File: config.mk
export PLATFORM = sky130hd
export DESIGN_NAME = regfile_wb_arbiter
export DESIGN_NICKNAME = d
export VERILOG_FILES = /design/src/rtl/regfile_wb_arbiter.sv
export SDC_FILE = /design/constraint.sdc
export NUM_CORES = 1
export LEC_CHECK = 0
export ABC_CLOCK_PERIOD_IN_PS = 3000
export CELL_PAD_IN_SITES_DETAIL_PLACEMENT = 1
export CELL_PAD_IN_SITES_GLOBAL_PLACEMENT = 1
export CORE_MARGIN = 5
export CORE_UTILIZATION = 29
export DETAILED_ROUTE_END_ITERATION = 12
export GPL_ROUTABILITY_DRIVEN = 0
export PLACE_DENSITY_LB_ADDON = 0.1
export SLEW_MARGIN = 10
export SYNTH_ARGS = -nofsm -noshare
export SYNTH_HDL_FRONTEND = slang
export SYNTH_SLANG_ARGS = --single-unit
File: constraint.sdc
create_clock -name clk -period 3 [get_ports clk]
set_input_delay 0.3 -clock clk [delete_from_list [all_inputs] [get_ports clk]]
set_output_delay 0.3 -clock clk [all_outputs]
set_load 0.02 [all_outputs]
File: src/rtl/regfile_wb_arbiter.sv
// Writeback arbiter: picks up to two non-null write requests per cycle for the two regfile write ports.
// Optional macro WB_ROUND_ROBIN_EN enables rotating priority; otherwise requester 0 always scans first.
module regfile_wb_arbiter #(
  parameter int N_REQ = 4,
  localparam int PTR_W = (N_REQ > 1) ? $clog2(N_REQ) : 1
) (
  input  logic                        clk,
  input  logic                        reset,
  input  logic                        wb_stall,
  input  logic [N_REQ-1:0]            req_valid,
  output logic [N_REQ-1:0]            req_ready,
  input  logic [N_REQ-1:0][5:0]       req_waddr,
  input  logic [N_REQ-1:0][3:0]       req_we,
  input  logic [N_REQ-1:0][31:0]      req_wdata,
  output logic [3:0]                  inst1_we,
  output logic [3:0]                  inst2_we,
  output logic [5:0]                  inst1_waddr,
  output logic [5:0]                  inst2_waddr,
  output logic [31:0]                 inst1_wdata,
  output logic [31:0]                 inst2_wdata,
  output logic                        wb_busy,
  output logic [PTR_W-1:0]            dbg_ptr
);

  // Handshake: a requester transfers in a cycle where req_valid & req_ready are both high.
  // req_ready is combinational from this cycle's inputs; null requests (we==0 or waddr==0)
  // are acknowledged whenever the writeback is not stalled and take no write port.

  logic [PTR_W-1:0] ptr;
  logic [PTR_W-1:0] ptr_next;
  logic [N_REQ-1:0] is_null;
  logic [N_REQ-1:0] eligible;
  logic             win1_vld;
  logic             win2_vld;
  logic [PTR_W-1:0] win1_idx;
  logic [PTR_W-1:0] win2_idx;
  logic [PTR_W-1:0] cand;

  function automatic logic [PTR_W-1:0] scan_idx(input logic [PTR_W-1:0] base, input int k);
    int s;
    s = int'(base) + k;
    if (s >= N_REQ) s = s - N_REQ;
    return s[PTR_W-1:0];
  endfunction

  always_comb begin
    for (int i = 0; i < N_REQ; i++) begin
      is_null[i]  = (req_we[i] == 4'd0) || (req_waddr[i] == 6'd0);
      eligible[i] = req_valid[i] && !is_null[i] && !wb_stall;
    end
  end

  // Port 2 skips any candidate aiming at the port-1 address, so both ports never collide.
  always_comb begin
    win1_vld = 1'b0;
    win1_idx = '0;
    win2_vld = 1'b0;
    win2_idx = '0;
    cand     = '0;
    for (int k = 0; k < N_REQ; k++) begin
      cand = scan_idx(ptr, k);
      if (eligible[cand]) begin
        if (!win1_vld) begin
          win1_vld = 1'b1;
          win1_idx = cand;
        end else if (!win2_vld && (req_waddr[cand] != req_waddr[win1_idx])) begin
          win2_vld = 1'b1;
          win2_idx = cand;
        end
      end
    end
  end

  always_comb begin
    for (int i = 0; i < N_REQ; i++) begin
      req_ready[i] = !reset && !wb_stall &&
                     (is_null[i] ||
                      (win1_vld && (win1_idx == PTR_W'(i))) ||
                      (win2_vld && (win2_idx == PTR_W'(i))));
    end
  end

`ifdef WB_ROUND_ROBIN_EN
  always_comb begin
    ptr_next = ptr;
    if (win2_vld)      ptr_next = scan_idx(win2_idx, 1);
    else if (win1_vld) ptr_next = scan_idx(win1_idx, 1);
  end
`else
  assign ptr_next = '0;
`endif

  always_ff @(posedge clk or posedge reset) begin
    if (reset) begin
      ptr         <= '0;
      wb_busy     <= 1'b0;
      inst1_we    <= 4'd0;
      inst1_waddr <= 6'd0;
      inst1_wdata <= 32'd0;
      inst2_we    <= 4'd0;
      inst2_waddr <= 6'd0;
      inst2_wdata <= 32'd0;
    end else begin
      ptr         <= ptr_next;
      wb_busy     <= |(req_valid & ~req_ready);
      inst1_we    <= win1_vld ? req_we[win1_idx]    : 4'd0;
      inst1_waddr <= win1_vld ? req_waddr[win1_idx] : 6'd0;
      inst1_wdata <= win1_vld ? req_wdata[win1_idx] : 32'd0;
      inst2_we    <= win2_vld ? req_we[win2_idx]    : 4'd0;
      inst2_waddr <= win2_vld ? req_waddr[win2_idx] : 6'd0;
      inst2_wdata <= win2_vld ? req_wdata[win2_idx] : 32'd0;
    end
  end

  assign dbg_ptr = ptr;

endmodule

* After elaboration in Yosys (flattened, before gate mapping)
Index checks and enable logic that the tools add are counted.
** Word-level totals
- Register bits :: 85
- Input bits :: 175
- Output and inout port bits :: 91
- Logic and storage cells :: 126
** Operators by class
- Magnitude comparators :: 4
- Equal/unequal tests :: 9
- Mux-type cells :: 50
- Bitwise operators :: 2
- Reductions and logical operators :: 54
** Operators with widths (count)
- $bmux 32 s2 :: 2
- $mux 32 :: 4
- $bmux 6 s2 :: 4
- $mux 6 :: 6
- $logic_not 6->1 :: 4
- $logic_and 1x1->1 :: 23
- $mux 2 :: 10
- $mux 1 :: 18
- $ne 6x6->1 :: 3
- $bmux 4 s2 :: 2
- $logic_not 4->1 :: 4
- $mux 4 :: 4
- $logic_or 1x1->1 :: 12
- $lt 2x3->1 const B :: 4
- $eq 2x2->1 const B :: 4
- $logic_not 1->1 :: 8
- $and 4x4->4 :: 1
- $eq 2x1->1 const B :: 2
- $logic_not 2->1 :: 2
- $not 4->4 :: 1
- $reduce_or 4->1 :: 1

* Logic depth before layout (Yosys ltp)
Gate-level depths: netlist (run 1).
- Depth in word-level cells :: 27
- Gate-level depth with buffers :: 12
- Gate-level depth less buffers :: 8

* Worst setup path after synthesis (run 1)
OpenSTA, ideal clock, no wires.
- Path kind :: input -> output
- From :: input port req_waddr[7] in the netlist's numbering
- To :: output port req_ready[3]
- Arrival :: 2692 ps
- Required time :: 2700 ps
- Setup slack :: 8 ps
- Cell stages on the path :: 11
- Buffers on the path :: 3
- Path through :: buf_2 -> or4_4 -> o211a_1 -> buf_6 -> a221oi_2 -> nor2_2 -> o31ai_4 -> a21oi_1 -> buf_2 -> nand2b_1 -> a31oi_1
** On the way
- Longest elaborated chain between the ends :: 22
- Elaborated cells between the ends (all ways) :: 49
- Those cells by class :: eq/ne (5); mux (30); reduce/logical (14)
** RTL lines
- start, declared :: line 12 : input logic [N_REQ-1:0][5:0] req_waddr,
- $logic_not 6->1 :: line 48 : is_null[i] = (req_we[i] == 4'd0) || (req_waddr[i] == 6'd0);
- $logic_or 1x1->1 :: line 48
- $logic_not 1->1 :: line 49 : eligible[i] = req_valid[i] && !is_null[i] && !wb_stall;
- $logic_and 1x1->1 (2 in series) :: line 49
- $mux 1 :: line 62 : if (eligible[cand]) begin
- $bmux 6 s2 :: line 66 : end else if (!win2_vld && (req_waddr[cand] != req_waddr[win1_idx])) begin
- $mux 6 (not written as such) :: line 66
- $ne 6x6->1 :: line 66
- [... 5 more ...]
- $logic_and 1x1->1 :: line 66
- $mux 2 :: line 66
- $mux 2 :: line 63 : if (!win1_vld) begin
- $mux 2 :: line 62
- $eq 2x2->1 :: line 79 : (win2_vld && (win2_idx == PTR_W'(i))));
- $logic_and 1x1->1 :: line 79
- $logic_or 1x1->1 * :: line 78 : (win1_vld && (win1_idx == PTR_W'(i))) ||
- $logic_and 1x1->1 * :: line 76 : req_ready[i] = !reset && !wb_stall &&
- end, declared :: line 11 : output logic [N_REQ-1:0] req_ready,
Every way passes the cells marked *; elsewhere a longest branch is shown, timed or not. The select of a mux whose other input is x is not followed.

* Final worst setup path (run 1)
- From :: input port req_waddr[2] in the netlist's numbering
- To :: output port req_ready[3]
** On the way
- Longest elaborated chain between the ends :: 24
- Elaborated cells between the ends (all ways) :: 51
- Those cells by class :: eq/ne (5); mux (32); reduce/logical (14)
** RTL lines (line)
- $logic_not 6->1 :: 48
- $logic_or 1x1->1 :: 48
- $logic_not 1->1 :: 49
- $logic_and 1x1->1 (2 in series) :: 49
- $mux 1 :: 62
- $mux 1 :: 63
- $mux 1 :: 62
- $bmux 6 s2 :: 66
- [... 7 more ...]
- $logic_and 1x1->1 :: 66
- $mux 2 :: 66
- $mux 2 :: 63
- $mux 2 :: 62
- $eq 2x2->1 :: 79
- $logic_and 1x1->1 :: 79
- $logic_or 1x1->1 * :: 78
- $logic_and 1x1->1 * :: 76
Marks and branches as above.

==> summary by stage, run 1 <==
Final layout
The final layout contains 998 nets. The final-layout fill cell count is 1,879. The fraction of final layout cells sized beyond drive strength 1 is 22.6%. The area taken by flip-flops and latches is 0.00213 mm². The area of the multi-input gates is 0.00298 mm². The final instance count without filler cells is 1,054. The area growth from synthesis to layout is 76.9%. Summing all non-filler instances in the final layout gives an area of 0.00915 mm².

Status
The run finished with clean final reports.

Setup path
STA puts the critical path data arrival time at 2.62 ns. Of all nets on the critical path, the largest fanout is 7. The worst setup path is of the in -> out kind. The worst path required time is 2.70 ns. The element type at the critical path start is an input pin. STA classifies the critical path endpoint as an output pin.

Clock network
The cell at the root of the clock tree is clkbuf_16. The number of sinks driven by the clock tree is 85. The clock tree from TritonCTS is done. After clock tree synthesis, the clock-pin slew on the worst setup and hold paths is 0.06 ns. The number of buffers added to fix hold violations after cts is 0.

The number of buffers between clock root and the deepest sink is 2. CTS built an H-tree with a depth of 3. The number of CTS-inserted buffers is 9.

Synthesis
The count of state elements after synthesis is 85. The most common flop cell mapped by yosys is dfrtp_1. The fraction of synthesis flops using an asynchronous set or reset pin is 100%. Averaged over all synthesized cells, the footprint is 10.3 µm². The total number of yosys warnings is 0. The mapped netlist covers 0.00517 mm². Sequential elements use 41.1% of the synthesized area.

Counting flops with a built-in enable in the synthesized netlist gives 0. The netlist uses 50 different library cells. The number of instances in the synthesized netlist is 503.

Routing
The number of DRC violations after detailed-routing iteration 0 is 183. The routed layout has 5,431 vias. Wires add up to 23,700 µm. In the final routed layout, each cell accounts on average for 22.5 µm.

In the routed design, unresolved DRC markers number 0. After detailed routing, the number of vias per cell comes to 5.15. The detailed-router iteration count before antenna repair is 6. The detail route stage leaves a number of antenna-violating nets equal to 0.

STA
Setup violations remaining at the end of the flow were counted as 0. The final number of hold-violating endpoints was 0. In this run the tightest slew margin relative to its limit is 56.9%. For this run, the top clock speed supported by timing is 342 MHz. At the pin with the least slew margin, the transition time is 0.646 ns. The max-slew violation total from the final report is 0.

Once routing completed, OpenROAD measured the worst setup slack at 0.0756 ns. The clock period minus final worst setup slack is 2.92 ns. After layout, the worst path uses 97.5% of the clock period. Summed over all failing endpoints, the final setup total negative slack is 0 ns.

Floorplanning
The floorplan step set the die width to 144 µm. The core region is 0.0174 mm². The total number of placement rows is 48.

The starting density of the core is 29.7%. The number of top-level pins is 266. The area of the die is 0.0206 mm².

The die span in y is 144 µm.

Global route
Entering global routing, the biggest net connects 43 pins. The number of antenna violations at the first check in global routing was 1. For this run, the total global-route usage over all layers was measured as 22.5%. The first global-routing pass estimated 35,500 µm of wire.

Summed over all layers, the global routing overflow is 0. The via count of the first global-routing pass is 6,175.

Placed design
In this run the tool buffered the top-level ports with 263 buffer cells. The placed cell count is 1,032. The placed instance area is 0.00862 mm².

The worst slack after detailed placement is -0.693 ns. Detailed placement finished with a half-perimeter wire length of 18,000 µm.

Power and ir drop
The design draws 3.94 mW. In this run the power density over the cells is 431 mW/mm². The leakage power is 3.87 nW. The worst-case IR drop observed on VDD is 269 µV.

Job
The tool flagged a number of max-cap violations equal to 0.

Worst hold path
The type of the worst min-delay path is in -> reg.
==> metal layers <==
| layer | share of wire, % | GRT usage [%] | vias to the layer above |
|---|---|---|---|
| met5 | 0 | 0 | - |
| met4 | 2.1 | 7.23 | 0 |
| met3 | 7.0 | 4.76 | 37 |
| met2 | 52 | 40.4 | 205 |
| met1 | 39 | 27.0 | 2749 |
| li1 | - | - | 2440 |
==> worst max-delay path, cell delays in order <==
cell	delay, ns
clkdlybuf4s50_1	0.54
nor4_4	0.07
buf_4	0.15
a211o_4	0.38
a221oi_4	0.30
nor2_2	0.08
o31ai_4	0.27
a21oi_4	0.10
nand2b_4	0.16
a31oi_4	0.13
buf_6	0.14
==> final timing paths <==
| path | start | endpoint | slack (ns) | cells past startpoint |
|---|---|---|---|---|
| hold / removal | req_we[5] | inst2_we[1]$_DFF_PP0_ | 0.38 | 3 |
| min in group asynchronous | reset | inst2_waddr[3]$_DFF_PP0_ | 0.46 | 2 |
| max in group asynchronous | reset | inst2_waddr[2]$_DFF_PP0_ | 1.87 | 3 |
| setup / recovery | req_waddr[2] | req_ready[3] | 0.08 | 11 |
==> metrics by stage <==
stage | hold WS, ns | util, %
after global routing | 0.374 | 52.5
final | 0.379 | 52.5
after floorplan | 0.445 | -
after global placement | 0.851 | 49.5
after detailed placement | 0.854 | 49.5
after CTS | 0.474 | 51.7
==> what timing repair did <==
| action | CTS | global route |
|---|---|---|
| pin swaps | 8 | 11 |
| gates resized for setup | 28 | 29 |
| buffers inserted | 3 | 2 |
| setup endpoints to repair | 44 | 36 |
| cloned | 0 | 0 |
==> cell usage after synthesis (3+ instances only) <==
cell type / count / area [µm²]
or4_1: 3 / 22.5
nand3_1: 6 / 30.0
o22ai_1: 6 / 37.5
nor4_1: 6 / 37.5
a31oi_1: 3 / 18.8
buf_2: 14 / 70.1
a211oi_1: 4 / 30.0
nor2b_1: 49 / 307
or2_2: 7 / 43.8
nor3_1: 38 / 190
xnor2_1: 10 / 87.6
a221o_1: 4 / 40.0
and2_1: 4 / 25.0
mux4_2: 42 / 946
o211ai_1: 3 / 22.5
nand2_1: 9 / 33.8
inv_1: 7 / 26.3
dfrtp_1: 85 / 2130
clkbuf_1: 21 / 78.8
a21oi_1: 44 / 220
o21ai_0: 3 / 15.0
nor2_1: 84 / 315
buf_4: 6 / 45.0
xor2_1: 12 / 105
==> sequential cells by signal (all words and copies together), names as in the netlist <==
name,flops
inst2_waddr,6
inst1_wdata,32
inst1_waddr,6
wb_busy,1
inst2_wdata,32
inst1_we,4
inst2_we,4
==> cells in the final DEF (no fill, tap or decap), drive strengths merged, types with 3 or more instances in the layout <==
| cell | instances |
|---|---|
| a211oi | 4 |
| a21oi | 45 |
| a221o | 4 |
| a31oi | 3 |
| and2 | 4 |
| buf | 90 |
| clkbuf | 10 |
| clkdlybuf4s50 | 249 |
| clkinv | 3 |
| dfrtp | 85 |
| dlygate4sd2 | 3 |
| dlymetal6s2s | 8 |
| inv | 9 |
| mux4 | 42 |
| nand2 | 10 |
| nand3 | 6 |
| nor2 | 85 |
| nor2b | 49 |
| nor3 | 38 |
| nor4 | 7 |
| o211ai | 3 |
| o21ai | 4 |
| o22ai | 6 |
| or2 | 8 |
| or4 | 4 |
| xnor2 | 10 |
| xor2 | 12 |
==> where the power goes <==
part	total, mW	internal, mW	switching [mW]
clock	1.16	0.674	0.485
sequential	1.33	1.28	0.0440
combinational	1.46	0.780	0.680
total	3.94	2.74	1.21
==> area by class of cell <==
cell class / count / area share [%]
well taps: 225 / 3.08
clock buffers: 10 / 2.61
multi-input cells: 368 / 32.6
flip-flops and latches: 85 / 23.3
inverters: 8 / 0.342
diodes: 1 / 0.0274
clock inverters: 6 / 0.752
repair buffers: 351 / 37.4
==> kinds of logic (layout without fill, tap and decap cells) <==
family,Yosys count,in the layout,synth area share (%)
buf+inv,51,375,4.77
other cells,1,3,0.0725
simple gates,217,217,21.1
mux,44,44,18.7
xor+xnor,22,22,3.73
flops,85,85,41.1
compound gates,83,83,10.5
(Power assumes the default switching activity.)
==> run 2, diff against run 1 <==
- ABC_AREA: unset -> 1
- CORE_UTILIZATION: 29 -> 28
- SETUP_SLACK_MARGIN: unset -> 0.3
- SLEW_MARGIN: 10 -> unset
==> run 2 against run 1 <==
  * Combinational power up 6%
  * Utilization fell by 2.8 points
  * Die area rose by 7.5%
  * Critical path type unchanged
  * Maximum frequency up 10%
  * Critical endpoint unchanged
  * Sequential cell count stayed put
  * Non-clock buffer count decreased by 7
==> summary by stage, run 2 <==
Synthesis
The share of synthesized area in the top cell type comes to 39.4%. The portion of the post-synthesis area used by sequential elements is 39.4%. The netlist area before placement is 0.00540 mm².

The leading cell type by number of instances after synthesis is nand2_1. In the synthesized netlist, the cells that appear most often are 153 x nand2_1, 104 x a21oi_1, 102 x nor2_1. In this run the mean area of a mapped cell was 7.29 µm². Yosys printed 0 warnings. Synthesis instantiated 35 different standard cells from the library. Yosys mapped a number of flops with a built-in enable equal to 0. After synthesis, the share of flip-flops with an asynchronous set or reset is 100%. The largest area contributor in the synthesized netlist is dfrtp_1. By area the synthesized netlist is led by dfrtp_1 39%, nand2_1 11%, a21oi_1 9.6%, nor2_1 7.1%, a211oi_1 4.7%. The number of instances in the synthesized netlist is 740. Among all flip-flop cells after synthesis, the most frequent one is dfrtp_1. In this run, synthesis produced a sequential element count of 85.

Setup path
The critical path starts at req_waddr[9]. The worst setup path is launched from an input pin. In this run the worst path has a maximum fanout of 4. Data on the critical path arrives at its endpoint at 2.35 ns.

For the worst setup path, the data required time is 2.70 ns. The kind of end point of the critical path is an output pin. The sum of buffers and inverters on the critical path is 5.

The largest single stage delay on the critical path is 0.25 ns. Traced cell by cell, the critical path runs through dlygate4sd2_1, nor2_2, nand3_2, nand2_2, nor2_4, buf_6, nand3_2, nand2_1, nand2_1, nand2_1, nor2_2, nand3_2, buf_6, nand2_1, nand2_1, nand2_2, nand2_2, nand2_2, nand2_2, inv_2, buf_6. The cell type group with the largest total delay on the critical path is simple AND/OR/NAND/NOR gates.

The slowest cell on the critical path is dlygate4sd2_1. The critical path is of the in -> out type.

Final layout
The final-layout fill cell count is 2,274. The largest registers in the layout are inst1_wdata: 32 flops, inst2_wdata: 32 flops. From synthesis to final layout, the design area changed by 73.3%.

After the last flow step, the layout net total stands at 1,221. Leaving out fill and tap cells, the most frequent cells in the layout are 237 x clkdlybuf4s50_1, 138 x nand2_1, 104 x a21oi_1, 89 x nor2_1, 85 x dfrtp_1. The library cell used most frequently in the layout, excluding fill and tap cells, is clkdlybuf4s50_1. The final instance count without filler cells is 1,311. The number of antenna diodes in the final layout is 0. The post-route netlist has 19.7% of its cells at a drive strength greater than 1.

Floorplanning
The number of top-level pins is 266. The core region is 0.0188 mm². The die covers 0.0222 mm². The floorplan has 50 rows.

The die boundary width is 149 µm. The die span in y is 149 µm. The starting density of the core is 28.7%.

Global route
Entering global routing, the biggest net connects 56 pins. The total congestion overflow is 0. The number of antenna violations at the first check in global routing is 0. In the global route stage, met1 resource usage came out at 27.6%.

The global routing met3 resource utilization is 5.71%. The met2 track utilization from global routing is 38.7%. The via count of the first global-routing pass is 7,065. Global routing used 22.6% of the available tracks across all layers. The wire length of the first global-routing pass is 39,000 µm. In this run the most used layer during global routing was met2.

STA
Dividing the final minimum period by the clock period gives 88.3%. The setup-violating endpoint count in the final report is 0. In this run the tightest slew margin relative to its limit is 62.7%. Setup repair after global routing could not meet its margin everywhere. The clock period minus final worst setup slack is 2.65 ns. For this run, the top clock speed supported by timing is 377 MHz. For the pin with the worst max-slew slack, the measured transition is 0.559 ns. The final number of hold-violating endpoints is 0. The max-slew violation total from the final report is 0.

Worst hold path
The min-delay analysis places its worst path in the category in -> async.

Routing
The first routing iteration left 203 violations. In the routed layout, each cell is associated on average with a via count of 4.95. The detailed-router iteration count before antenna repair is 4.

The final layout contains routed wiring with a total length of 25,700 µm. Dividing the detail-routed wire length by the instance count gives 19.6 µm. The total number of vias is 6,486. The number of nets still failing antenna checks after routing is 0. The detailed-route DRC error count is 0.

Placed design
In this run the tool buffered the top-level ports with 263 buffer cells. Summed over all nets, the half-perimeter wirelength after detailed placement is 18,900 µm. The placed cell count is 1,281.

Clock network
The tree built by TritonCTS fans out to 85 sinks. CTS placed an instance of clkbuf_16 at the clock tree root. In this run the deepest clock path goes through 2 buffers.

The clock input transition at the sequential cells of the worst setup and hold paths is 0.07 ns. Buffers inserted during clock tree synthesis total 9. The number of buffers added to fix hold violations after cts is 0. The number of H-tree levels is 3.

The clock tree from TritonCTS is done.

Job
The number of max-capacitance violations reported is 0.

Power and ir drop
The leakage power is 4.23 nW. The total power after layout is 4.13 mW. For this design the ratio of total power to cell area is 442 mW/mm².

IR analysis of the VDD net gives a maximum drop of 241 µV.

Status
The run finished with clean final reports.
[run 2: area by class of cell]
type / count / area [µm²] / area share, %
Clock buffer: 11 / 233 / 2.49
Timing Repair Buffer: 344 / 3350 / 35.8
Clock inverter: 5 / 83.8 / 0.896
Sequential cell: 85 / 2130 / 22.7
Multi-Input combinational cell: 557 / 3050 / 32.6
Inverter: 49 / 186 / 1.99
Tap cell: 260 / 325 / 3.48
[run 2: kinds of logic (layout without fill, tap and decap cells)]
group / count (synthesis) / in the layout / share of synthesized area, %
AOI/OAI and AO/OA: 195 / 195 / 21.6
buffers and inverters: 99 / 409 / 8.28
other: 1 / 2 / 0.0695
and+or+nand+nor: 351 / 351 / 29.2
DFF: 85 / 85 / 39.4
xor gates and xnor gates: 9 / 9 / 1.46
[run 2: final timing paths]
check / cells after the start / endpoint / slack, ns
max in group asynchronous: 3 / inst1_wdata[23]$_DFF_PP0_ / 1.99
worst min-delay path: 2 / inst2_waddr[0]$_DFF_PP0_ / 0.34
min in group clk: 4 / inst2_waddr[0]$_DFF_PP0_ / 0.41
worst max-delay path: 21 / req_ready[3] / 0.35
[run 2: routing by layer]
| metal | wire length [µm] | vias to the layer above |
|---|---|---|
| met1 | 11000 | 3142 |
| met2 | 12500 | 203 |
| met3 | 1450 | 48 |
| li1 | - | 3093 |
| met5 | 0 | - |
| met4 | 766 | 0 |
[run 2: report_power, final]
| part | internal, mW | switching, mW | total, mW |
|---|---|---|---|
| combinational | 0.726 | 0.820 | 1.55 |
| sequential | 1.29 | 0.0434 | 1.33 |
| clock | 0.735 | 0.519 | 1.25 |
| total | 2.75 | 1.38 | 4.13 |
[run 2: timing repair]
action / CTS / global route
setup buffers: 9 / 4
pin swaps: 23 / 9
endpoints found under the setup margin: 6 / 6
gates resized for setup: 70 / 30
gates cloned: 1 / 0
[run 2: through the flow]
stage	TNS, ns	util [%]	hold WS, ns	cell area, µm²	setup WS [ns]
floorplan	0	-	0.420	5400	0.507
global placement	-0.417	46.4	0.753	8740	-0.156
detailed placement	-0.549	46.4	0.749	8740	-0.166
CTS	0	49.2	0.365	9270	0.301
global route	0	49.7	0.377	9360	0.232
finish	0	49.7	0.344	9360	0.351
